File: config.mk
export PLATFORM = sky130hd
export DESIGN_NAME = imem_loader
export DESIGN_NICKNAME = d
export VERILOG_FILES = /design/src/rtl/imem_pkg.sv /design/src/rtl/imem_array.sv /design/src/rtl/imem_loader.sv
export SDC_FILE = /design/constraint.sdc
export NUM_CORES = 1
export LEC_CHECK = 0
export ABC_AREA = 1
export CAP_MARGIN = 20
export CORE_MARGIN = 2
export CORE_UTILIZATION = 49
export DETAILED_ROUTE_END_ITERATION = 16
export PLACE_DENSITY = 0.76
export SLEW_MARGIN = 30
export SYNTH_ARGS = -nofsm -noshare
export SYNTH_HDL_FRONTEND = slang
export SYNTH_SLANG_ARGS = --single-unit
File: constraint.sdc
create_clock -name clk -period 5.3 [get_ports clk]
set_input_delay 0.795 -clock clk [delete_from_list [all_inputs] [get_ports clk]]
set_output_delay 0.795 -clock clk [all_outputs]
set_load 0.01 [all_outputs]
File: src/rtl/imem_pkg.sv
// rtl/imem_pkg.sv - shared sizes, loader state encoding and count decoding for the instruction memory loader
package imem_pkg;
  localparam int IMEM_DEPTH  = 64;
  localparam int IMEM_WIDTH  = 16;
  localparam int IMEM_ADDR_W = 6;
  localparam logic [IMEM_ADDR_W:0] IMEM_DEPTH_N = (IMEM_ADDR_W + 1)'(IMEM_DEPTH);

  typedef enum logic [2:0] {IDLE, COUNT, HI, LO, CSUM, DONE} loader_state_t;
  typedef logic [15:0] instr_t;

  // A count of zero or anything beyond the array size means "fill the whole array".
  function automatic logic [IMEM_ADDR_W:0] eff_count(input logic [7:0] b);
    logic [IMEM_ADDR_W:0] n;
    n = b[IMEM_ADDR_W:0];
    if (n == '0 || n > IMEM_DEPTH_N) n = IMEM_DEPTH_N;
    return n;
  endfunction
endpackage

File: src/rtl/imem_array.sv
// rtl/imem_array.sv - DEPTH x WIDTH instruction storage, synchronous write and clear, combinational read
module imem_array
  import imem_pkg::*;
(
  input  logic                   clk,
  input  logic                   reset,
  input  logic                   we,
  input  logic [IMEM_ADDR_W-1:0] waddr,
  input  instr_t                 wdata,
  input  logic [IMEM_ADDR_W-1:0] raddr,
  output instr_t                 rdata
);
  instr_t mem_q [IMEM_DEPTH];

  always_ff @(posedge clk) begin
    if (reset) begin
      for (int i = 0; i < IMEM_DEPTH; i++) mem_q[i] <= '0;
    end else if (we) begin
      mem_q[waddr] <= wdata;
    end
  end

  assign rdata = mem_q[raddr];
endmodule

File: src/rtl/imem_loader.sv
// rtl/imem_loader.sv - byte-stream loader FSM filling imem_array; core reads it and is held while loading
// Optional trailing XOR checksum byte enabled by IMEM_LOADER_CHECKSUM_EN.
module imem_loader
  import imem_pkg::*;
(
  input  logic                   clk,
  input  logic                   reset,
  input  logic                   start,
  input  logic                   in_valid,
  input  logic [7:0]             in_data,
  output logic                   in_ready,
  input  logic [IMEM_ADDR_W-1:0] rd_addr,
  output logic [IMEM_WIDTH-1:0]  rd_data,
  output logic                   busy,
  output logic                   cpu_hold,
  output logic                   done,
  output logic [IMEM_ADDR_W-1:0] word_count,
  output logic                   csum_err
);
  loader_state_t          state_q, state_d;
  logic [IMEM_ADDR_W:0]   cnt_q, cnt_d;
  logic [IMEM_ADDR_W:0]   n_q, n_d;
  logic [7:0]             hi_q, hi_d;
  logic                   we;
  logic                   xfer;

  assign xfer = in_valid && in_ready;

  always_ff @(posedge clk) begin
    if (reset) begin
      state_q <= IDLE;
      cnt_q   <= '0;
      n_q     <= '0;
      hi_q    <= '0;
    end else begin
      state_q <= state_d;
      cnt_q   <= cnt_d;
      n_q     <= n_d;
      hi_q    <= hi_d;
    end
  end

  always_comb begin
    state_d = state_q;
    cnt_d   = cnt_q;
    n_d     = n_q;
    hi_d    = hi_q;
    case (state_q)
      IDLE, DONE: begin
        if (start) begin
          state_d = COUNT;
          cnt_d   = '0;
        end
      end
      COUNT: begin
        if (xfer) begin
          n_d     = eff_count(in_data);
          state_d = HI;
        end
      end
      HI: begin
        if (xfer) begin
          hi_d    = in_data;
          state_d = LO;
        end
      end
      LO: begin
        if (xfer) begin
          cnt_d = cnt_q + 1'b1;
          if (cnt_q + 1'b1 < n_q) state_d = HI;
`ifdef IMEM_LOADER_CHECKSUM_EN
          else state_d = CSUM;
`else
          else state_d = DONE;
`endif
        end
      end
`ifdef IMEM_LOADER_CHECKSUM_EN
      CSUM: begin
        if (xfer) state_d = DONE;
      end
`endif
      default: state_d = IDLE;
    endcase
  end

  always_comb begin
    in_ready = 1'b0;
    done     = 1'b0;
    case (state_q)
      COUNT, HI, LO, CSUM: in_ready = 1'b1;
      DONE:                done     = 1'b1;
      default:             ;
    endcase
    busy     = in_ready;
    cpu_hold = in_ready;
    we       = (state_q == LO) && in_valid;
  end

  assign word_count = cnt_q[IMEM_ADDR_W-1:0];

`ifdef IMEM_LOADER_CHECKSUM_EN
  logic [7:0] csum_q, csum_d;
  logic       csum_err_q, csum_err_d;

  always_ff @(posedge clk) begin
    if (reset) begin
      csum_q     <= '0;
      csum_err_q <= 1'b0;
    end else begin
      csum_q     <= csum_d;
      csum_err_q <= csum_err_d;
    end
  end

  // Running XOR covers every data byte; the count byte is excluded.
  always_comb begin
    csum_d     = csum_q;
    csum_err_d = csum_err_q;
    if ((state_q == IDLE || state_q == DONE) && start) begin
      csum_d     = '0;
      csum_err_d = 1'b0;
    end else if (xfer && (state_q == HI || state_q == LO)) begin
      csum_d = csum_q ^ in_data;
    end else if (xfer && state_q == CSUM) begin
      csum_err_d = (in_data != csum_q);
    end
  end

  assign csum_err = csum_err_q;
`else
  assign csum_err = 1'b0;
`endif

  imem_array u_array (
    .clk   (clk),
    .reset (reset),
    .we    (we),
    .waddr (cnt_q[IMEM_ADDR_W-1:0]),
    .wdata ({hi_q, in_data}),
    .raddr (rd_addr),
    .rdata (rd_data)
  );
endmodule

==> results.toml <==
[run_status]
status = "finished, final reports clean"

[yosys]
syn_inst = 4975
yosys.area_share.simple_pct = 29.5
synth.area.mux_share_pct = 0
synth_cell_type_count = 24
ys_seq_area_share_pct = 66.0
synth_top_family_by_area = "simple AND/OR/NAND/NOR gates"
syn_avg_cell_area_um2 = 9.52
synthAdderAreaFrac_pct = 0.185
syn-num-nets = 5000
synthXorXnorAreaFrac_pct = 0.0740
syn_area_um2 = 47400
ys_ff_latch = 1049
synth_compound_area_share_pct = 0.483
ys.warnings.count = 0

[global_route]
grt_max_degree = 129
grt_pass1_wl_mm = 206
grt_pass1_vias = 34639
track_usage_pct = 27.4
grt-ovfl-total = 0
antenna_found_initial = 0

[die]
initial_core_util_pct = 49.2
pin_count = 45
fp.dieW_um = 315
dieArea_um2 = 99200
row_count = 114
core_um2 = 96300
die_h_um = 315

[setup_path]
cp.arrival_ns = 3.84
reg2regPathDepth = 9
r2r-end = "u_array.mem_q[3][11]"
end_kind = "output port"
cp-start-kind = "primary input"
path_class = "primary input to output port"
cpMaxStageDelayCell = "clkdlybuf4s50_1"
required_ns = 4.51
crit_fanout = 85
rrSetupSlack_ns = 1.76
r2r-start = "state_q[0]"
crit_chain = "buf_8, inv_8, buf_12, nand2_1, nand3_1, nand3_1, nand2_1, nand2_1, nand3_1, nand3_1, nand2_1, clkdlybuf4s50_1"
max_stage_delay_ns = 0.56

[layout]
utilization_pct = 54.1
layout-drive-gt1-share_pct = 6.02
multi_input_area_um2 = 14300
n_antenna_cell = 0
final_common_cell = "nand2_1"
nFillCells = 8076
fin_cells = 6161
seq_area_um2 = 31300
area_growth_pct = 10.0
final_cell_mix = "nand2_1, nor2_1, edfxtp_1, nand3_1, clkbuf_16"
fin_nets = 4830

[clocking]
cts_buffers = 101
cts_tree = "yes"
clock_latency_ns = 0.70
clkSinkCount = 1049
cts_resized = 0
clk_pin_slew_ns = 0.06
root_buffer = "clkbuf_16"
postCtsSetupBuffers = 0
cts_max_path_buffers = 3
cts_hold_buf = 0
htreeDepth = 3

[timing]
finClkSkew_ns = 0.0200
rsz0062_at_grt = "no"
post-route-worst-setup-slack_ns = 0.662
worst_pin_slew_ns = 1.06
fmax_ghz = 0.216
fin_tns_setup_ns = 0
min_period_ns = 4.64
slew-limit-headroom_pct = 29.1
slew_viol_final = 0
hold_violations = 0
setup_viol = 0
min_period_over_period_pct = 87.5

[detailed_routing]
wl_per_cell_um = 22.3
drc = 0
drt_iter0_markers = 5374
route.antenna.remaining_nets = 0
dr_total_vias = 36570
via_per_inst = 5.94
drtPass1Iterations = 6
wirelength_mm = 137

[worst_hold_path]
hp-class = "register to register"
min_to = "hi_q[6]"
hold-path-cell-count = 2
worstHoldStart = "hi_q[6]"

[power_and_ir_drop]
power.density_nw_per_um2 = 361
switching_share_pct = 25.8
p_int_mw = 14.0
p_sw_mw = 4.86
ir_worst_vdd_mv = 0.344
seqPwrFrac_pct = 51.0
p_clk_share_pct = 38.5
leakage_nw = 19.4
power_mw = 18.8
pwr-share-comb_pct = 10.4

[placed_design]
place_congestion = 0.883
pre_cts_ws_ns = 0.865
hpwl_mm = 77.7
dpl.cell_count = 5978
port_buffers = 43

[job]
cap_violations = 0
-- power groups by stage --
stage / registers, mW / clock network (mW) / logic, mW
2_1_floorplan: 9.74 / 0 / 1.16
3_3_place_gp: 9.76 / 0 / 1.86
3_5_place_dp: 9.78 / 0 / 1.89
4_1_cts: 9.61 / 7.25 / 1.91
5_1_grt: 9.64 / 7.56 / 2.08
6_report: 9.61 / 7.26 / 1.97
-- synth_stat cells --
cell type | number | area share [%]
a21oi_1 | 25 | 0.26
a221oi_1 | 1 | 0.018
buf_1 | 26 | 0.21
buf_4 | 9 | 0.14
clkbuf_1 | 382 | 3.0
clkinv_1 | 1 | 0.0079
conb_1 | 1 | 0.0079
dfxtp_1 | 25 | 1.1
edfxtp_1 | 1024 | 65
ha_1 | 7 | 0.18
inv_1 | 42 | 0.33
inv_2 | 8 | 0.063
nand2_1 | 1458 | 12
nand2_2 | 16 | 0.21
nand3_1 | 869 | 9.2
nand4_1 | 3 | 0.040
nor2_1 | 1045 | 8.3
nor3_1 | 6 | 0.063
nor3_2 | 3 | 0.063
nor4_4 | 2 | 0.090
o211ai_1 | 1 | 0.016
o21a_1 | 1 | 0.016
o21ai_0 | 16 | 0.17
xor2_1 | 4 | 0.074
-- sequential cells by signal, indices dropped and copies added (netlist names) --
signal and flops:
hi_q 8, state_q 3, u_array.mem_q 1024, cnt_q 7
n_q 7
-- cell type report --
class,instances,share of cell area (%)
clock inverter,62,1.25
sequential,1049,60.0
inverter,51,0.432
tap,1276,3.06
timing repair buffer,144,2.79
clock buffer,121,4.99
multi-input combinational,3458,27.5
-- routing by layer --
layer  track usage [%]  share of wire, %  wire [um]
met1              37.2                36      49800
met2              42.7                46      62700
met3              4.73                13      17300
met4              13.8               5.5       7620
met5                 0                 0          0
-- critical path, delay by kind of cell --
kind          cells  cell delay, ns
buf+inv           4            1.67
simple gates      8            1.27
-- metrics by stage --
stage,cell area [um^2],hold WS [ns]
after floorplan,47400,0.445
after global placement,48800,0.431
after detailed placement,48800,0.445
after CTS,52100,0.454
after global routing,52100,0.479
final,52100,0.451
-- worst max path at each step --
stage / depth (start not counted) / slack, ns / to / from
finish: 12 / 0.66 / rd_data[13] / rd_addr[0]
global route: 13 / 0.61 / rd_data[13] / rd_addr[0]
CTS: 12 / 0.85 / rd_data[14] / rd_addr[0]
detailed placement: 12 / 0.87 / rd_data[14] / rd_addr[0]
global placement: 13 / 0.85 / rd_data[11] / rd_addr[0]
floorplan: 12 / 2.33 / rd_data[11] / rd_addr[0]
-- cell families (layout without fill, tap and decap cells) --
logic type,Yosys count,in the layout
compound gates,44,44
buf+inv,468,378
simple gates,3402,3402
flops,1049,1049
other cells,1,1
xor+xnor,4,4
fa+ha+maj,7,7
Power figures use the tool's default switching activity.
